$ cat src/rtl/regfile_port_if.sv
// regfile_port_if: writeback requesters, decode read/alloc and register-file write port bundle.
interface regfile_port_if #(
    parameter int DATA_W = 32,
    parameter int ADDR_W = 4
);
    logic                 req0_valid, req0_ready;
    logic [ADDR_W-1:0]    req0_rd;
    logic [DATA_W-1:0]    req0_data;
    logic                 req1_valid, req1_ready;
    logic [ADDR_W-1:0]    req1_rd;
    logic [DATA_W-1:0]    req1_data;
    logic                 alloc_valid;
    logic [ADDR_W-1:0]    alloc_rd;
    logic                 rd_req;
    logic [ADDR_W-1:0]    Rs1, Rs2;
    logic                 reg_rd, stall, reg_wr;
    logic [ADDR_W-1:0]    Rd;
    logic [DATA_W-1:0]    DI;
    logic [2**ADDR_W-1:0] pend;

    modport master (
        output req0_valid, req0_rd, req0_data, req1_valid, req1_rd, req1_data,
               alloc_valid, alloc_rd, rd_req, Rs1, Rs2,
        input  req0_ready, req1_ready, reg_rd, stall, reg_wr, Rd, DI, pend
    );

    modport slave (
        input  req0_valid, req0_rd, req0_data, req1_valid, req1_rd, req1_data,
               alloc_valid, alloc_rd, rd_req, Rs1, Rs2,
        output req0_ready, req1_ready, reg_rd, stall, reg_wr, Rd, DI, pend
    );
endinterface

$ cat src/rtl/regfile_port_ctrl.sv
// regfile_port_ctrl: round-robin share of the register-file write port plus a pending
// scoreboard that stalls reads of sources with writes outstanding.
module regfile_port_ctrl #(
    parameter int DATA_W = 32,
    parameter int ADDR_W = 4
) (
    input logic           clk,
    input logic           rst,
    regfile_port_if.slave bus
);
    localparam int N = 2**ADDR_W;

    logic         rr, g0, g1;
    logic [N-1:0] set_mask, clr_mask;

    always_comb begin
        g0       = ~rst & bus.req0_valid & (~bus.req1_valid | ~rr);
        g1       = ~rst & bus.req1_valid & (~bus.req0_valid | rr);
        set_mask = bus.alloc_valid ? N'(1) << bus.alloc_rd : '0;
        clr_mask = bus.reg_wr ? N'(1) << bus.Rd : '0;
    end

    assign bus.req0_ready = g0;
    assign bus.req1_ready = g1;
    // No bypass: a bit clearing at the coming edge still blocks this cycle.
    assign bus.stall  = ~rst & bus.rd_req & (bus.pend[bus.Rs1] | bus.pend[bus.Rs2]);
    assign bus.reg_rd = ~rst & bus.rd_req & ~bus.stall;

    always_ff @(posedge clk) begin
        if (rst) begin
            rr         <= 1'b0;
            bus.reg_wr <= 1'b0;
            bus.Rd     <= '0;
            bus.DI     <= '0;
            bus.pend   <= '0;
        end else begin
            bus.reg_wr <= g0 | g1;
            if (g0 | g1) begin
                rr     <= g0;
                bus.Rd <= g0 ? bus.req0_rd : bus.req1_rd;
                bus.DI <= g0 ? bus.req0_data : bus.req1_data;
            end
            // Set after clear so a fresh allocation survives a same-edge commit.
            bus.pend <= (bus.pend & ~clr_mask) | set_mask;
        end
    end
endmodule

$ cat src/flat_wrapper.sv
// flat-port wrapper written by rule: the top's interface ports become plain ports
module regfile_port_ctrl_flat 
#(
    parameter int DATA_W = 32,
    parameter int ADDR_W = 4
)
  (clk, rst, bus_req0_valid, bus_req0_rd, bus_req0_data, bus_req1_valid, bus_req1_rd, bus_req1_data, bus_alloc_valid, bus_alloc_rd, bus_rd_req, bus_Rs1, bus_Rs2, bus_req0_ready, bus_req1_ready, bus_reg_rd, bus_stall, bus_reg_wr, bus_Rd, bus_DI, bus_pend);
  regfile_port_if #(.DATA_W(DATA_W), .ADDR_W(ADDR_W)) bus_i ();
  input logic clk;
  input logic rst;
  input wire logic [$bits(bus_i.req0_valid)-1:0] bus_req0_valid;
  input wire logic [$bits(bus_i.req0_rd)-1:0] bus_req0_rd;
  input wire logic [$bits(bus_i.req0_data)-1:0] bus_req0_data;
  input wire logic [$bits(bus_i.req1_valid)-1:0] bus_req1_valid;
  input wire logic [$bits(bus_i.req1_rd)-1:0] bus_req1_rd;
  input wire logic [$bits(bus_i.req1_data)-1:0] bus_req1_data;
  input wire logic [$bits(bus_i.alloc_valid)-1:0] bus_alloc_valid;
  input wire logic [$bits(bus_i.alloc_rd)-1:0] bus_alloc_rd;
  input wire logic [$bits(bus_i.rd_req)-1:0] bus_rd_req;
  input wire logic [$bits(bus_i.Rs1)-1:0] bus_Rs1;
  input wire logic [$bits(bus_i.Rs2)-1:0] bus_Rs2;
  output wire logic [$bits(bus_i.req0_ready)-1:0] bus_req0_ready;
  output wire logic [$bits(bus_i.req1_ready)-1:0] bus_req1_ready;
  output wire logic [$bits(bus_i.reg_rd)-1:0] bus_reg_rd;
  output wire logic [$bits(bus_i.stall)-1:0] bus_stall;
  output wire logic [$bits(bus_i.reg_wr)-1:0] bus_reg_wr;
  output wire logic [$bits(bus_i.Rd)-1:0] bus_Rd;
  output wire logic [$bits(bus_i.DI)-1:0] bus_DI;
  output wire logic [$bits(bus_i.pend)-1:0] bus_pend;
  assign bus_i.req0_valid = bus_req0_valid;
  assign bus_i.req0_rd = bus_req0_rd;
  assign bus_i.req0_data = bus_req0_data;
  assign bus_i.req1_valid = bus_req1_valid;
  assign bus_i.req1_rd = bus_req1_rd;
  assign bus_i.req1_data = bus_req1_data;
  assign bus_i.alloc_valid = bus_alloc_valid;
  assign bus_i.alloc_rd = bus_alloc_rd;
  assign bus_i.rd_req = bus_rd_req;
  assign bus_i.Rs1 = bus_Rs1;
  assign bus_i.Rs2 = bus_Rs2;
  assign bus_req0_ready = bus_i.req0_ready;
  assign bus_req1_ready = bus_i.req1_ready;
  assign bus_reg_rd = bus_i.reg_rd;
  assign bus_stall = bus_i.stall;
  assign bus_reg_wr = bus_i.reg_wr;
  assign bus_Rd = bus_i.Rd;
  assign bus_DI = bus_i.DI;
  assign bus_pend = bus_i.pend;
  regfile_port_ctrl #(.DATA_W(DATA_W), .ADDR_W(ADDR_W)) u_core (.clk(clk), .rst(rst), .bus(bus_i));
endmodule
$ cat config.mk
export PLATFORM = sky130hd
export DESIGN_NAME = regfile_port_ctrl_flat
export DESIGN_NICKNAME = d
export VERILOG_FILES = /design/src/rtl/regfile_port_if.sv /design/src/rtl/regfile_port_ctrl.sv /design/src/flat_wrapper.sv
export SDC_FILE = /design/constraint.sdc
export NUM_CORES = 1
export LEC_CHECK = 0
export ABC_AREA = 1
export BUFFER_PORTS_ARGS = -buffer_cell sky130_fd_sc_hd__buf_2
export CORE_ASPECT_RATIO = 1.2
export CORE_MARGIN = 2
export CORE_UTILIZATION = 45
export CTS_CLUSTER_DIAMETER = 80
export DETAILED_ROUTE_END_ITERATION = 8
export HOLD_SLACK_MARGIN = 0.05
export PLACE_DENSITY_LB_ADDON = 0.1
export SKIP_LAST_GASP = 1
export SLEW_MARGIN = 20
export SYNTH_ARGS = -nofsm -noshare
export SYNTH_HDL_FRONTEND = slang
export SYNTH_SLANG_ARGS = --single-unit
$ cat constraint.sdc
create_clock -name clk -period 1.8 [get_ports clk]
set_input_delay 0.45 -clock clk [delete_from_list [all_inputs] [get_ports clk]]
set_output_delay 0.45 -clock clk [all_outputs]
set_load 0.02 [all_outputs]
**After elaboration in Yosys (flattened, before gate mapping)**

Cells that the tools add are included.

- Bits in registers: 54
- Input bits: 90

- Shift-type cells: 2
- Muxes and demuxes: 8
- Bitwise gates (word level): 19
- Order comparisons: 2

Operators with widths:

| kind | count |
|---|---|
| $mux W16 | 2 |
| $mux W32 | 1 |
| $shl A1 B4 Y16 const A | 2 |
| $and A16 B16 Y16 | 1 |
| $not A16 Y16 | 1 |
| $or A16 B16 Y16 | 1 |
| $lt A4 B5 Y1 const B | 2 |
| $bmux W1 S4 | 2 |
| $and A1 B1 Y1 | 7 |
| $not A1 Y1 | 5 |
| $mux W4 | 1 |
| $or A1 B1 Y1 | 4 |
| $mux W1 | 2 |

**Logic depth before layout (Yosys ltp)**

Gate-level depths: netlist of run 1.

- Depth in word-level cells: 6
- Depth in mapped cells: 10
- Gate-level depth less buffers: 9

**Worst setup path before layout of run 1**

No wires, ideal clock.

- Path kind: input-to-output
- Start: input bus_Rs2[0]
- End: output bus_reg_rd
- Required time: 1.350 ns
- Stages on the path: 10
- Slack: -0.025 ns
- Data arrival time: 1.375 ns
- Cell sequence: buf_2 -> inv_2 -> nand2_1 -> nand3_1 -> nand3_1 -> nand2_1 -> nand2_1 -> nand2_1 -> nand2_1 -> nor2_1

- Cells in the longest elaborated chain, start to end: 6

Ends and longest elaborated chain:

| item | RTL line | RTL |
|---|---|---|
| start: declaration | flat_wrapper.sv:21 | `input wire logic [$bits(bus_i.Rs2)-1:0] bus_Rs2;` |
| $bmux W1 S4 | regfile_port_ctrl.sv:26 | `assign bus.stall = ~rst & bus.rd_req & (bus.pend[bus.Rs1] \| bus.pend[bus.Rs2]);` |
| $mux W1 (not written as such) | regfile_port_ctrl.sv:26 |  |
| $or A1 B1 Y1 | regfile_port_ctrl.sv:26 |  |
| $and A1 B1 Y1 | regfile_port_ctrl.sv:26 |  |
| $not A1 Y1 | regfile_port_ctrl.sv:27 | `assign bus.reg_rd = ~rst & bus.rd_req & ~bus.stall;` |
| $and A1 B1 Y1 | regfile_port_ctrl.sv:27 |  |
| end: declaration | flat_wrapper.sv:24 | `output wire logic [$bits(bus_i.reg_rd)-1:0] bus_reg_rd;` |

Every way passes these cells. The select of a mux whose other input is x is not followed.

**Worst setup path after layout of run 1**

- Start: register u_core.bus.pend[2]
- End: output bus_reg_rd

- Cells in the longest elaborated chain, start to end: 6

Ends and longest elaborated chain:

| item | RTL line | RTL |
|---|---|---|
| start: declaration | regfile_port_if.sv:30 | `output req0_ready, req1_ready, reg_rd, stall, reg_wr, Rd, DI, pend` |
| start signal: assignment | regfile_port_ctrl.sv:44 | `bus.pend <= (bus.pend & ~clr_mask) \| set_mask;` |
| $bmux W1 S4 | regfile_port_ctrl.sv:26 |  |
| $mux W1 (not written as such) | regfile_port_ctrl.sv:26 |  |
| $or A1 B1 Y1 (*) | regfile_port_ctrl.sv:26 |  |
| $and A1 B1 Y1 (*) | regfile_port_ctrl.sv:26 |  |
| $not A1 Y1 (*) | regfile_port_ctrl.sv:27 |  |
| $and A1 B1 Y1 (*) | regfile_port_ctrl.sv:27 |  |

Every way passes the cells marked *; elsewhere a longest branch is shown, timed or not. The select of a mux whose other input is x is not followed.

==> impl_results.md, run 1 <==
- Largest net degree at the start of global routing: 54
- CP required: 1350 ps
- DR WL/cell: ~13 microns
- PortBufs: roughly 150
- Clock transition at path regs: 90 ps
- Final WL: 8.247 mm
- N_diodes: 0
- Worst slew pin tran: between 500 and 600 ps
- Worst-path maximum fanout: 3
- Cells after Synth: 400
- Syn nets: 490
- Final Max Slew Viols: 0
- Die X: roughly 74 microns
- Setup crit start kind: register
- Synth area leader: dfxtp_1
- DIE AREA: around 0.0066 sq mm
- Synth Register Bits: 54
- CTS Hold Buffers Added: 0
- DRC violations left: 0
- Fmax achieved: between 0.5 and 0.6 GHz
- Rel. slew slack: 63.38%
- Area Overhead vs Synth: 40.24%
- Largest cells by area after synthesis: dfxtp_1 (41%), nand2_1 (24%), a31oi_1 (8.4%)
- Buf/Inv on CP: 3
- Hold Fails Final Rpt: 0
- Synth warn: 0
- Outcome: finished, violations left
- Total CTS buffers: 5
- Gr ovfl total: 0
- Via Count: approximately 3200
- Synth cell count leaders: nand2_1 (170), dfxtp_1 (54), a31oi_1 (36), nand3_1 (36), inv_1 (33)
- Worst vdd rail ir drop: about 0.44 mV
- Total power: 2625 uW
- Core box area: roughly 0.0057 sq mm
- EDFF count, synth: 0
- Hpwl dp: between 5 and 6 mm
- Syn Std Cell Area: 0.002668 sq mm
- CTS tree: built
- Syn Area/Cell: 6.669 sq um
- Seq/Total Area, Yosys: about two fifths
- CP cell instances: inv_2 -> nand2_1 -> nand3_1 -> nand3_2 -> nand3_2 -> nand2_2 -> inv_2 -> nand2_2 -> nor2_2 -> buf_6
- Number of global-route vias before repair: roughly 2800
- Final Critical Period: 1945 ps
- Worst setup EP type: output pin
- Fillers: 542
- Final Cycle Share: 108.1%
- Later-pin clock latency in the skew report: approximately 300 ps
- DR vias/cell: a little over 5
- CTS Root Cell: clkbuf_8
- Failing checks: setup timing
- CP arrival: about 1500 ps
- Initial Util: between 40% and 50%
- Slowest stage delay, CP: roughly 350 ps
- Slowest cell on the critical path: dfxtp_2
- Final Instance Area: around 0.0037 sq mm
- Final setup vio count: 2
- Clock sinks: 54
- Row count: 30
- Area after DPL: approximately 0.0034 sq mm
- Ports: between 100 and 150
- CP Class: register to output pin
- Initial antenna violation count: 0
- Die Height: 88.34 microns
- Detail Route Antenna Nets: 0
- GPL Wtd Cong: approximately 0.91
- Initial DRC Count: about 190
- Final setup TNS: -259.2 ps
- Post-synth ARST share: 0%
- Synth top area share: 40.53%
- Synth cell types: 19
- Clk_skew: around 3.8 ps
- Most used DFF post-synth: dfxtp_1
- Tot GR Track Use: between 20% and 30%
- First drt pass iteration count: 5
- Pwr/cell area: around 700 mW/mm^2
- Count leader, synth: nand2_1
- RSZ-0062 raised after global routing: yes
- Setup WS post-layout: -145.0 ps
- # nets final: around 640
- Max-Cap Viols: 0
- First-pass GRT wire length: between 10 and 15 mm
- CTS Buffer Depth: 2
- CP delay by family, top: simple AND/OR/NAND/NOR gates
- Layout cells sized above 1: 44.08%
- Min-delay worst type: input port to register
- LEAKAGE: about 0.0018 uW
- CTS HTree Levels: 2
## metal layers
| metal | GRT usage, % | up-vias | wire length (microns) |
|---|---|---|---|
| met4 | 6.656 | 0 | 213 |
| li1 | - | 1600 | - |
| met3 | 5.581 | 19 | 504 |
| met2 | 41.72 | 140 | 4244 |
| met1 | 28.04 | 1446 | 3285 |
| met5 | 0 | - | 0 |
## cell type report
cell class	count	area, sq um	area share, %
inverter	39	162.7	4.348
clock inverter	2	12.51	0.3344
multi-input combinational	290	1448	38.70
clock buffer	6	82.58	2.207
sequential	54	1101	29.43
timing repair buffer	158	834.6	22.31
tap	80	100.1	2.676
## flip-flops by register name, summed over array words and instances, names as in the netlist
name	count
u_core.bus.pend	16
u_core.bus.Rd	4
u_core.bus.DI	32
u_core.rr	1
u_core.bus.reg_wr	1
## layout by cell type, fill, tap and decap left out, types with 2 or more instances in the layout
cell      Yosys  layout
inv_4         3       4
nor3_1        8       8
nand2_1     170     157
inv_2         2      17
a31oi_1      36      36
dfxtp_1      54      38
o21ai_0      16      16
buf_4         6      15
clkinv_2      1       2
nand2_2       0      13
nand3_4       2       2
buf_2         2     142
clkbuf_8      0       6
nand3_2       0      20
nand3_1      36      16
inv_1        33      16
dfxtp_2       0      16
a21oi_1      16      16
nor2_1        4       3
## cell families after synthesis
logic type / synth area share, %
compound gates: 14.73
buf+inv: 10.27
simple gates: 34.47
flops: 40.53
## per-stage QoR
stage | hold WS [ps] | setup WS [ps] | utilization [%] | cells
after CTS | 393.2 | -41.96 | 62.89 | 627
final | 393.9 | -145.0 | 65.57 | 629
after global placement | 460.7 | -52.54 | 59.80 | 613
after detailed placement | 464.9 | -94.57 | 59.80 | 613
after floorplan | 448.8 | 10.14 | - | 400
after global routing | 398.5 | -207.6 | 65.57 | 629
## repair_timing
item / 4_1_cts / 5_1_grt
setup buffers: 6 / 2
pin swaps: 1 / 14
gates resized for setup: 36 / 39
endpoints found under the setup margin: 2 / 2
## final timing paths
check                      from           endpoint  slack, ps  cells past startpoint
min              bus_req1_valid          u_core.rr        390                      2
max reg2reg           u_core.rr  u_core.bus.DI[27]        440                      7
max          u_core.bus.pend[2]         bus_reg_rd       -140                     10
min reg2reg    u_core.bus.DI[5]   u_core.bus.DI[5]        480                      2
## power breakdown
group	switching [uW]	leakage [uW]	internal, uW
logic	379	0.00130	232
registers	43.2	0.000450	1260
clock network	397	0.0000472	310
total	820	0.00180	1810
Power figures use the tool's default switching activity.
==> run 2, diff against run 1 <==
--- a/config.mk
+++ b/config.mk
@@ -7,9 +7,10 @@
 export LEC_CHECK = 0
 export ABC_AREA = 1
-export BUFFER_PORTS_ARGS = -buffer_cell sky130_fd_sc_hd__buf_2
+export BUFFER_PORTS_ARGS = -buffer_cell sky130_fd_sc_hd__buf_4
 export CORE_ASPECT_RATIO = 1.2
 export CORE_MARGIN = 2
 export CORE_UTILIZATION = 45
 export CTS_CLUSTER_DIAMETER = 80
+export CTS_CLUSTER_SIZE = 40
 export DETAILED_ROUTE_END_ITERATION = 8
 export HOLD_SLACK_MARGIN = 0.05
==> constraint.sdc (replaced) <==
create_clock -name clk -period 1.8 [get_ports clk]
set_input_delay 0.45 -clock clk [delete_from_list [all_inputs] [get_ports clk]]
set_output_delay 0.45 -clock clk [all_outputs]
set_load 0.05 [all_outputs]
==> run 2 against run 1 <==
  * The run still ends with setup timing left
  * Routed wire length increased by 1.3%
  * Sequential power hardly changed
  * Register-to-register slack improved by 50 ps
  * Via count is 1.1% lower
  * Setup slack better by 34 ps
  * Critical path depth stayed put
==> impl_results.md, run 2 (same netlist as run 1, synthesis figures left out) <==
- Outcome: finished, violations left
- Failing checks: setup timing
- CTS Buffer Depth: 2 (unchanged)
- DR WL/cell: 13.22 microns (+0.79%)
- Initial antenna violation count: 0 (unchanged)
- Max-Cap Viols: 0 (unchanged)
- Worst vdd rail ir drop: 0.5253 mV (+20%)
- Setup crit start kind: register
- LEAKAGE: 0.001893 uW (+5.3%)
- Worst slew pin tran: 557.8 ps (+8.478 ps)
- Top reg by flops: u_core.bus.DI
- Hold Fails Final Rpt: 0 (unchanged)
- CTS Root Cell: clkbuf_8
- Die X: 74.29 microns (unchanged)
- DIE AREA: 0.006562 sq mm (unchanged)
- N_diodes: 0 (unchanged)
- Final WL: 8.352 mm (+1.3%)
- Most frequent cells in the layout: nand2_1 (164), buf_4 (159), dfxtp_1 (38), a31oi_1 (36), nand3_1 (22)
- Worst setup EP type: output pin
- First drt pass iteration count: 5 (unchanged)
- CP required: 1350 ps (about the same)
- Die Height: 88.34 microns (unchanged)
- Worst-path maximum fanout: 2 (-1)
- Initial DRC Count: 172 (-9.0%)
- Min-delay worst type: input port to register
- Rel. slew slack: 62.82% (-0.57 points)
- GPL Wtd Cong: 1.000 (+9.6%)
- Tot GR Track Use: 23.89% (+0.44 points)
- Final setup vio count: 2 (unchanged)
- Final Critical Period: 1911 ps (-34.04 ps)
- CP arrival: 1460 ps (-30 ps)
- Layout cells sized above 1: 42.21% (-1.9 points)
- Max FFs per register: 32 (unchanged)
- Clk_skew: 5.567 ps (+1.808 ps)
- Final Max Slew Viols: 0 (unchanged)
- Final Cycle Share: 106.2% (-1.9 points)
- Fillers: 519 (-4.2%)
- # nets final: 641 (+0.47%)
- DRC violations left: 0 (unchanged)
- Inst Count DP: 614 (+0.16%)
- Row count: 30 (unchanged)
- Area Overhead vs Synth: 53.75%
- CTS HTree Levels: 2 (unchanged)
- DR vias/cell: 5.017 (-1.5%)
- Gr ovfl total: 0 (unchanged)
- Largest registers: u_core.bus.DI (32), u_core.bus.pend (16), u_core.bus.Rd (4)
- RSZ-0062 raised after global routing: yes
- CP Class: register to output pin
- CTS tree: built
- PortBufs: 146 (unchanged)
- Detail Route Antenna Nets: 0 (unchanged)
- Most common cell after layout, fill and taps aside: nand2_1
- Core box area: 0.005705 sq mm (unchanged)
- Later-pin clock latency in the skew report: 300 ps (about the same)
- Total CTS buffers: 5 (unchanged)
- Total power: 2876 uW (+9.5%)
- Largest net degree at the start of global routing: 54 (unchanged)
- Ports: 147 (unchanged)
- Initial Util: 46.75% (unchanged)
- First-pass GRT wire length: 12.48 mm (+2.1%)
- Fmax achieved: 0.5233 GHz (+1.8%)
- Hpwl dp: 6.133 mm (+5.2%)
- Number of global-route vias before repair: 2874 (+1.8%)
- Setup WS post-layout: -110.9 ps (+34.04 ps)
- Fin cells: 632 (+0.48%)
- Clock sinks: 54 (unchanged)
- Via Count: 3171 (-1.1%)
- Pwr/cell area: 701.1 mW/mm^2 (about the same)
- Final setup TNS: -198.6 ps (+60.56 ps)
- Clock transition at path regs: 100 ps (about the same)
[run 2: changes by cell type in the layout (fill, tap and decap cells not counted), moves of 2 or more]
cell,previous run,this run
buf_4,15,159
buf_2,142,0
nand2_2,13,5
nand2_1,157,164
nand3_1,16,22
nand3_2,20,14
nor2_4,0,3
buf_8,0,2
nor2_1,3,1
[run 2: worst max-delay path, cell delays in order, from the launching register on]
cell,delay [ps]
dfxtp_2,340
inv_2,70
nand2_1,60
nand3_1,90
nand3_1,90
nand3_2,100
nand2_4,70
inv_2,50
nand2_2,50
nor2_4,90
buf_8,150
[run 2: where the power goes]
part,internal (uW),switching (uW)
combinational,329,542
clock,312,384
sequential,1260,45.7
total,1900,972
[run 2: timing repair]
item | CTS | global route
resized for setup | 18 | 25
setup endpoints to repair | 2 | 2
setup buffers | 7 | 3
pin swaps | 6 | 8
hold buffers | 0 | 0
[run 2: per-stage QoR]
stage,setup slack [ps],instance area (sq um),utilization (%),hold slack (ps)
after floorplan,8.533,2723,-,448.8
after detailed placement,-133.9,3825,67.04,469.1
after global routing,-178.4,4101,71.89,355.7
final,-110.9,4101,71.89,360.2
after global placement,-74.53,3825,67.04,457.6
after CTS,-99.09,3986,69.87,353.9
[run 2: cell type report]
class / instances / area, sq um / area share, %
Clock buffer: 7 / 86.33 / 2.105
Tap cell: 80 / 100.1 / 2.441
Sequential cell: 54 / 1101 / 26.85
Inverter: 39 / 160.2 / 3.905
Multi-Input combinational cell: 290 / 1425 / 34.75
Clock inverter: 1 / 5.005 / 0.1220
Timing Repair Buffer: 161 / 1224 / 29.84
[run 2: final timing paths]
kind,from,to,slack [ps],depth (start not counted)
max,u_core.bus.pend[0],bus_reg_rd,-110,10
max reg2reg,u_core.rr,u_core.bus.DI[27],490,6
min reg2reg,u_core.bus.DI[7],u_core.bus.DI[7],480,2
min,bus_req1_valid,u_core.rr,360,2
[run 2: layer usage]
metal  vias up  track usage (%)  part of all wire (%)  routed length [microns]
met5         -                0                     0                        0
met4         0            7.143                   1.7                      142
met3        14            5.581                   7.3                      609
met2       124            43.26                    52                     4347
met1      1423            27.78                    39                     3253
li1       1610                -                     -                        -
